### src/rtl/fifo_stream_reader.sv
// Pulls words from a registered-output FIFO into a 2-entry buffer and presents them as a valid/ready stream.
// Read-to-valid latency is 2 cycles; reads stop when the buffer plus the in-flight read would exceed 2 words.
module fifo_stream_reader #(
  parameter int width   = 8,
  parameter int pkt_len = 4
) (
  input  logic             clk_i,
  input  logic             reset_ni,
  input  logic             enable_i,
  input  logic             flush_i,
  input  logic             fifo_empty_i,
  input  logic             fifo_full_i,
  input  logic             fifo_wr_en_i,
  input  logic [width-1:0] fifo_dout_i,
  output logic             fifo_rd_en_o,
  output logic             m_valid_o,
  input  logic             m_ready_i,
  output logic [width-1:0] m_data_o,
  output logic             m_last_o,
  output logic [15:0]      beats_o
);

  localparam logic [7:0] last_idx = 8'(pkt_len - 1);

  logic [1:0]       count_q;
  logic             pending_q;
  logic             run_q;
  logic [width-1:0] head_q;
  logic [width-1:0] tail_q;
  logic [7:0]       idx_q;
  logic [15:0]      beats_q;
  logic             pop;
  logic             capture;
  logic [2:0]       occ;

  assign m_valid_o = (count_q != 2'd0);
  assign m_data_o  = head_q;
  assign m_last_o  = m_valid_o && (idx_q == last_idx);
  assign beats_o   = beats_q;

  // A flush cycle neither pops nor captures.
  assign pop     = m_valid_o && m_ready_i && !flush_i;
  assign capture = pending_q && !flush_i;
  assign occ     = {1'b0, count_q} + {2'b00, pending_q};

  // run_q holds off the first read until one edge after reset release; a full FIFO
  // ignores a read that coincides with a write, so that case is suppressed.
  assign fifo_rd_en_o = run_q && enable_i && !flush_i && !fifo_empty_i
                        && !(fifo_full_i && fifo_wr_en_i)
                        && (occ < (3'd2 + {2'b00, m_valid_o && m_ready_i}));

  always_ff @(posedge clk_i or negedge reset_ni) begin
    if (!reset_ni) begin
      run_q     <= 1'b0;
      pending_q <= 1'b0;
      count_q   <= 2'd0;
      head_q    <= '0;
      tail_q    <= '0;
      idx_q     <= 8'd0;
      beats_q   <= 16'd0;
    end else begin
      run_q     <= 1'b1;
      pending_q <= fifo_rd_en_o;
      if (flush_i) begin
        count_q <= 2'd0;
        idx_q   <= 8'd0;
      end else begin
        count_q <= count_q - {1'b0, pop} + {1'b0, capture};
        if (pop) begin
          idx_q   <= (idx_q == last_idx) ? 8'd0 : idx_q + 8'd1;
          beats_q <= beats_q + 16'd1;
        end
        case ({pop, capture})
          2'b10: head_q <= tail_q;
          2'b01: begin
            if (count_q == 2'd0) head_q <= fifo_dout_i;
            else                 tail_q <= fifo_dout_i;
          end
          2'b11: begin
            if (count_q == 2'd2) begin
              head_q <= tail_q;
              tail_q <= fifo_dout_i;
            end else begin
              head_q <= fifo_dout_i;
            end
          end
          default: ;
        endcase
      end
    end
  end

endmodule

### config.mk
export PLATFORM = sky130hd
export DESIGN_NAME = fifo_stream_reader
export DESIGN_NICKNAME = d
export VERILOG_FILES = /design/src/rtl/fifo_stream_reader.sv
export SDC_FILE = /design/constraint.sdc
export NUM_CORES = 1
export LEC_CHECK = 0
export BUFFER_PORTS_ARGS = -buffer_cell sky130_fd_sc_hd__buf_4
export CAP_MARGIN = 20
export CORE_MARGIN = 10
export CORE_UTILIZATION = 50
export CTS_CLUSTER_SIZE = 40
export DETAILED_ROUTE_END_ITERATION = 6
export PLACE_DENSITY_LB_ADDON = 0.2
export SLEW_MARGIN = 10
export SYNTH_ARGS = -nofsm -noshare
export SYNTH_HDL_FRONTEND = slang
export SYNTH_SLANG_ARGS = --single-unit
export TNS_END_PERCENT = 5
### constraint.sdc
create_clock -name clk_i -period 2.4 [get_ports clk_i]
set_input_delay 0.24 -clock clk_i [delete_from_list [all_inputs] [get_ports clk_i]]
set_output_delay 0.24 -clock clk_i [all_outputs]
set_load 0.05 [all_outputs]
# ---- Word-level counts from Yosys, hierarchy flattened
# Cells that the tools add are included.
dict set report totals {
  reg_bits 44
  input_bits 16
  output_inout_bits 27
  wordCells 54
}
dict set report op_classes {
  addsub 6
  magnitude_cmp 1
  n_eq_ne 8
  muxes 10
  bitwise_logic 1
  reduce_logical 21
}
# op count
set ops {}
lappend ops {{2-to-1 mux 8 bit} 7}
lappend ops {{case mux 8 bit (3 select lines)} 1}
lappend ops {{adder 16 x 1 -> 16 bit (second input constant)} 1}
lappend ops {{case mux 8 bit (2 select lines)} 1}
lappend ops {{logical AND 1 bit} 10}
lappend ops {{adder 8 x 1 -> 8 bit (second input constant)} 1}
lappend ops {{== test 8 x 2 -> 1 bit (second input constant)} 1}
lappend ops {{== test 2 bit (second input constant)} 3}
lappend ops {{!= test 2 bit (second input constant)} 3}
lappend ops {{nonzero test 2 bit} 3}
lappend ops {{AND reduction 4 bit} 1}
lappend ops {{adder 2 x 1 -> 3 bit} 1}
lappend ops {{adder 2 x 1 -> 3 bit (first input constant)} 1}
lappend ops {{zero test 1 bit} 3}
lappend ops {{< comparator 3 bit} 1}
lappend ops {{AND reduction 3 bit} 1}
lappend ops {{nonzero test 3 bit} 1}
lappend ops {{adder 2 x 1 -> 2 bit} 1}
lappend ops {{== test 2 x 1 -> 1 bit (second input constant)} 1}
lappend ops {{zero test 2 bit} 1}
lappend ops {{2-to-1 mux 2 bit} 1}
lappend ops {{AND reduction 2 bit} 1}
lappend ops {{subtractor 2 x 1 -> 2 bit} 1}
lappend ops {{inverter 1 bit} 1}

# ---- Depth between registers and ports, before layout
dict set report logic_depth {
  depth_word 6
  ltp_mapped 8
  depth_no_buf 8
}

# ---- Worst setup path before layout
# Ideal clock, no wire load.
dict set report synth_path {
  kind {register -> register}
  start {register count_q[1]}
  end {register tail_q[0]}
  setup_ns 0.125
  arrival_time_ns 1.979
  t_required_ns 2.275
  path_slack_ns 0.296
  stages_incl_launch_ff 9
  path_buffers 0
  period_less_slack_ns 2.104
  cell_sequence {dfrtp_1 > o21ai_2 > nor2_1 > inv_1 > ha_1 > nor2b_1 > o21ai_0 > nand2_1 > mux2_2}
}
dict set report synth_via {
  elab_chain_cells 6
  elab_cells_between_ends 12
  classes_between {5 x eq/ne; 1 x mux; 6 x reduce/logical}
}
# element line
set synth_rtl {}
lappend synth_rtl {{start: declaration} 25} ;# logic [1:0] count_q;
lappend synth_rtl {{start signal: assignment} 68} ;# count_q <= count_q - {1'b0, pop} + {1'b0, capture};
lappend synth_rtl {{nonzero test 2 bit} 36} ;# assign m_valid_o = (count_q != 2'd0);
lappend synth_rtl {{logical AND 1 bit (2 in series)} 42} ;# assign pop = m_valid_o && m_ready_i && !flush_i;
lappend synth_rtl {{== test 2 bit / == test 2 x 1 -> 1 bit (equally long branches)} 73} ;# case ({pop, capture})
lappend synth_rtl {{!= test 2 bit (no source line) / nonzero test 2 bit (equally long branches)} --}
lappend synth_rtl {{AND reduction 4 bit (no source line)} --}
lappend synth_rtl {{end signal: assignment} 77} ;# else tail_q <= fifo_dout_i;
lappend synth_rtl {{end signal: assignment} 82} ;# tail_q <= fifo_dout_i;
lappend synth_rtl {{end: declaration} 29} ;# logic [width-1:0] tail_q;
# Parallel ways exist; a longest one is shown, timed or not.
# A chain may end at the register's enable or synchronous reset.

# ---- Worst setup path after layout
dict set report layout_path {
  start {register count_q[1]}
  end {register tail_q[3]}
}
# Same word-level chain as after synthesis.

==> results.md <==
- Status: completed
- Postcts setup bufs: 0
- GRT met1 Usage: 0.145
- Most frequent cells in the layout: 46 x buf_4, 44 x dfrtp_1, 18 x nand2_1, 12 x xnor2_1, 10 x mux2_2
- Worst r2r path cells: 8
- Initial antenna violation count: 0
- Share of layout cells above drive strength 1: 0.314
- Root Driver: clkbuf_8
- Post-synthesis average cell area: 11.4 µm²
- CP arrival: 2.16 ns
- Syn Nets: ~210
- Total Routing Usage GR: 0.125
- Met3 Use GR: 0.0454
- FF-to-FF End: tail_q[3]
- Htree depth: 2
- Yosys cell types: 38
- Remaining global-route overflow: 0
- CTS tree: done
- Design Power: between 1500 and 2000 µW
- FMAX: 504 MHz
- Register area share after synthesis: 0.512
- DRT Wirelength: 4.43 mm
- Post-CTS sizing: 0
- Largest net degree at the start of global routing: 45
- TritonCTS Buffers: 5
- YS warnings: 0
- RSZ-0062 raised after global routing: false
- Die area: 0.00733 mm²
- Global-route wire length before repair: ~7.6 mm
- R2r startpoint: count_q[1]
- LEAKAGE: about 0.0013 µW
- Worst Path Required: 2.58 ns
- Buffers on Ports: 42
- CP endpoint kind: register
- Residual DRC: 0
- Drt pass-1 iters: 4
- P&R area growth vs syn: 21.8%
- Io pins: 43
- Vias in the first global route: 1673
- Worst Hold Class: in2reg
- Via Count: roughly 1600
- CP startpoint kind: register
- Die H: approximately 86 µm
- Hold Path Cell Cnt: 2
- Wirelength per Cell: 15.3 µm
- Slew Limit Fails: 0
- Routability congestion estimate: approximately 0.8
- Post-Synthesis Cells: 188
- GR Util met2: 0.213
- Worst Hold Launch: fifo_dout_i[1]
- Hold Vio Cnt, Final: 0
- Sink Count: 44
- Max cap viols: 0
- Fin crit share: 0.827
- Core outline area: roughly 0.0041 mm²
- First DRT Iteration DRCs: 118
- Worst slew pin tran: roughly 0.54 ns
- Minimum clock period: roughly 2.0 ns
- Die Wd: ~86 µm
- Clk slew on worst S/H paths: around 0.080 ns
- Post-DP HPWL: between 3 and 4 mm
- Worst vdd ir: between 300 and 400 µV
- Worst-Skew Late Latency: ~0.29 ns
- Slew headroom: 0.639
- FILL cells: around 360
- Initial Util: 0.527
- Hold-fix buffers, CTS: 1
- ANT cells: 0
- Layout Skew: slightly below 0.008 ns
- Final #Nets: 264
- FP Rows: 23
- CP max FO: 8
- Setup TNS: 0 ns
- Vias per cell: about 5.4
- Routed Antenna Nets: 0
- Min-Delay Endpoint: tail_q[1]
- FF+latch count, synth: 44
- GR peak layer: met2
- Endpoints failing setup: 0
- PwrDens: 637 mW/mm²
- Reg2reg setup slack: between 0.4 and 0.5 ns
- Cell Area, Synth: 0.00215 mm²
- Worst-case clock buffer depth: 2
- Most common cell after layout, fill and taps aside: buf_4
- Setup Crit Path Kind: reg2reg
-- state kept, by name, indices dropped and copies added, names as in the netlist --
register,count
beats_o,16
count_q,2
idx_q,8
m_data_o,8
pending_q,1
run_q,1
tail_q,8
-- worst max-delay path: stages (launching register included) --
cell and delay [ns]:
dfrtp_1 0.47, o21ai_2 0.10, nor2_1 0.12, inv_1 0.08
ha_1 0.21, nor2b_1 0.13, o21ai_0 0.18, nand2_1 0.24
mux2_2 0.34
-- where the power goes --
part | total [µW] | internal (µW) | switching (µW)
combinational | 369 | 134 | 235
sequential | 859 | 813 | 46.4
clock | 441 | 197 | 244
total | 1670 | 1140 | 526
-- area by class of cell --
cell class              count  area [µm²]  area share
clock buffers               5        68.8      0.0263
clock inverters             2        12.5     0.00477
inverters                   4        15.0     0.00573
multi-input cells         137        1010       0.384
flip-flops and latches     44        1100       0.420
well taps                  50        62.6      0.0239
repair buffers             47         355       0.136
-- worst max path at each step --
stage | startpoint | endpoint | slack [ns] | cells after the start
finish | count_q[1] | tail_q[3] | 0.42 | 8
global placement | flush_i | tail_q[0] | 0.50 | 7
CTS | count_q[1] | tail_q[3] | 0.41 | 8
global route | count_q[1] | tail_q[2] | 0.24 | 8
floorplan | count_q[1] | tail_q[0] | 0.30 | 8
detailed placement | count_q[1] | tail_q[1] | 0.45 | 8
-- stage by stage --
step           setup WS [ns]  std cells  hold slack [ns]  utilization  area, µm²
4_1_cts                0.412        289            0.180        0.641       2620
5_1_grt                0.240        289            0.173        0.641       2620
3_5_place_dp           0.453        281            0.264        0.619       2530
2_1_floorplan          0.296        188          -0.0556            -       2150
6_report               0.415        289            0.190        0.641       2620
3_3_place_gp           0.501        281            0.264        0.619       2530
-- logic make-up (layout without fill, tap and decap cells) --
logic type	after synthesis	after routing	share of synthesized area
simple gates	59	59	0.159
flops	44	44	0.512
compound gates	41	41	0.133
xor+xnor	17	17	0.0692
mux	10	10	0.0523
fa+ha+maj	9	9	0.0523
buf+inv	7	58	0.0209
other cells	1	1	0.00174
-- per-layer routing --
layer / wire, µm / vias up
met5: 0 / -
met4: 41 / 0
met3: 267 / 4
met2: 2180 / 32
met1: 1940 / 758
li1: - / 779
-- cell usage after synthesis --
master | number | area (µm²)
nand3_1 | 9 | 45.0
ha_1 | 9 | 113
and4_1 | 2 | 17.5
or3_1 | 2 | 12.5
a211o_4 | 1 | 17.5
o21ai_2 | 2 | 17.5
conb_1 | 1 | 3.75
a211oi_1 | 1 | 7.51
a21o_2 | 1 | 8.76
nor3_4 | 2 | 32.5
o21ai_0 | 6 | 30.0
nand4_1 | 4 | 25.0
a21oi_1 | 7 | 35.0
nor4bb_1 | 1 | 10.0
buf_6 | 2 | 22.5
mux2_2 | 10 | 113
dfrtp_1 | 44 | 1100
inv_1 | 4 | 15.0
a31oi_1 | 2 | 12.5
nand2b_1 | 1 | 6.26
nand2_1 | 18 | 67.6
o21ai_1 | 8 | 40.0
nor2_1 | 8 | 30.0
a21o_1 | 1 | 7.51
buf_4 | 1 | 7.51
nor4b_4 | 1 | 23.8
xor2_1 | 5 | 43.8
a211oi_2 | 1 | 12.5
or2_4 | 1 | 8.76
and3_1 | 3 | 18.8
nor3_1 | 2 | 10.0
nor2b_1 | 3 | 18.8
or2b_1 | 1 | 7.51
and3_2 | 1 | 7.51
o211ai_1 | 1 | 7.51
a32oi_1 | 8 | 70.1
xnor2_1 | 12 | 105
a22o_2 | 2 | 20.0
(Power assumes the default switching activity.)
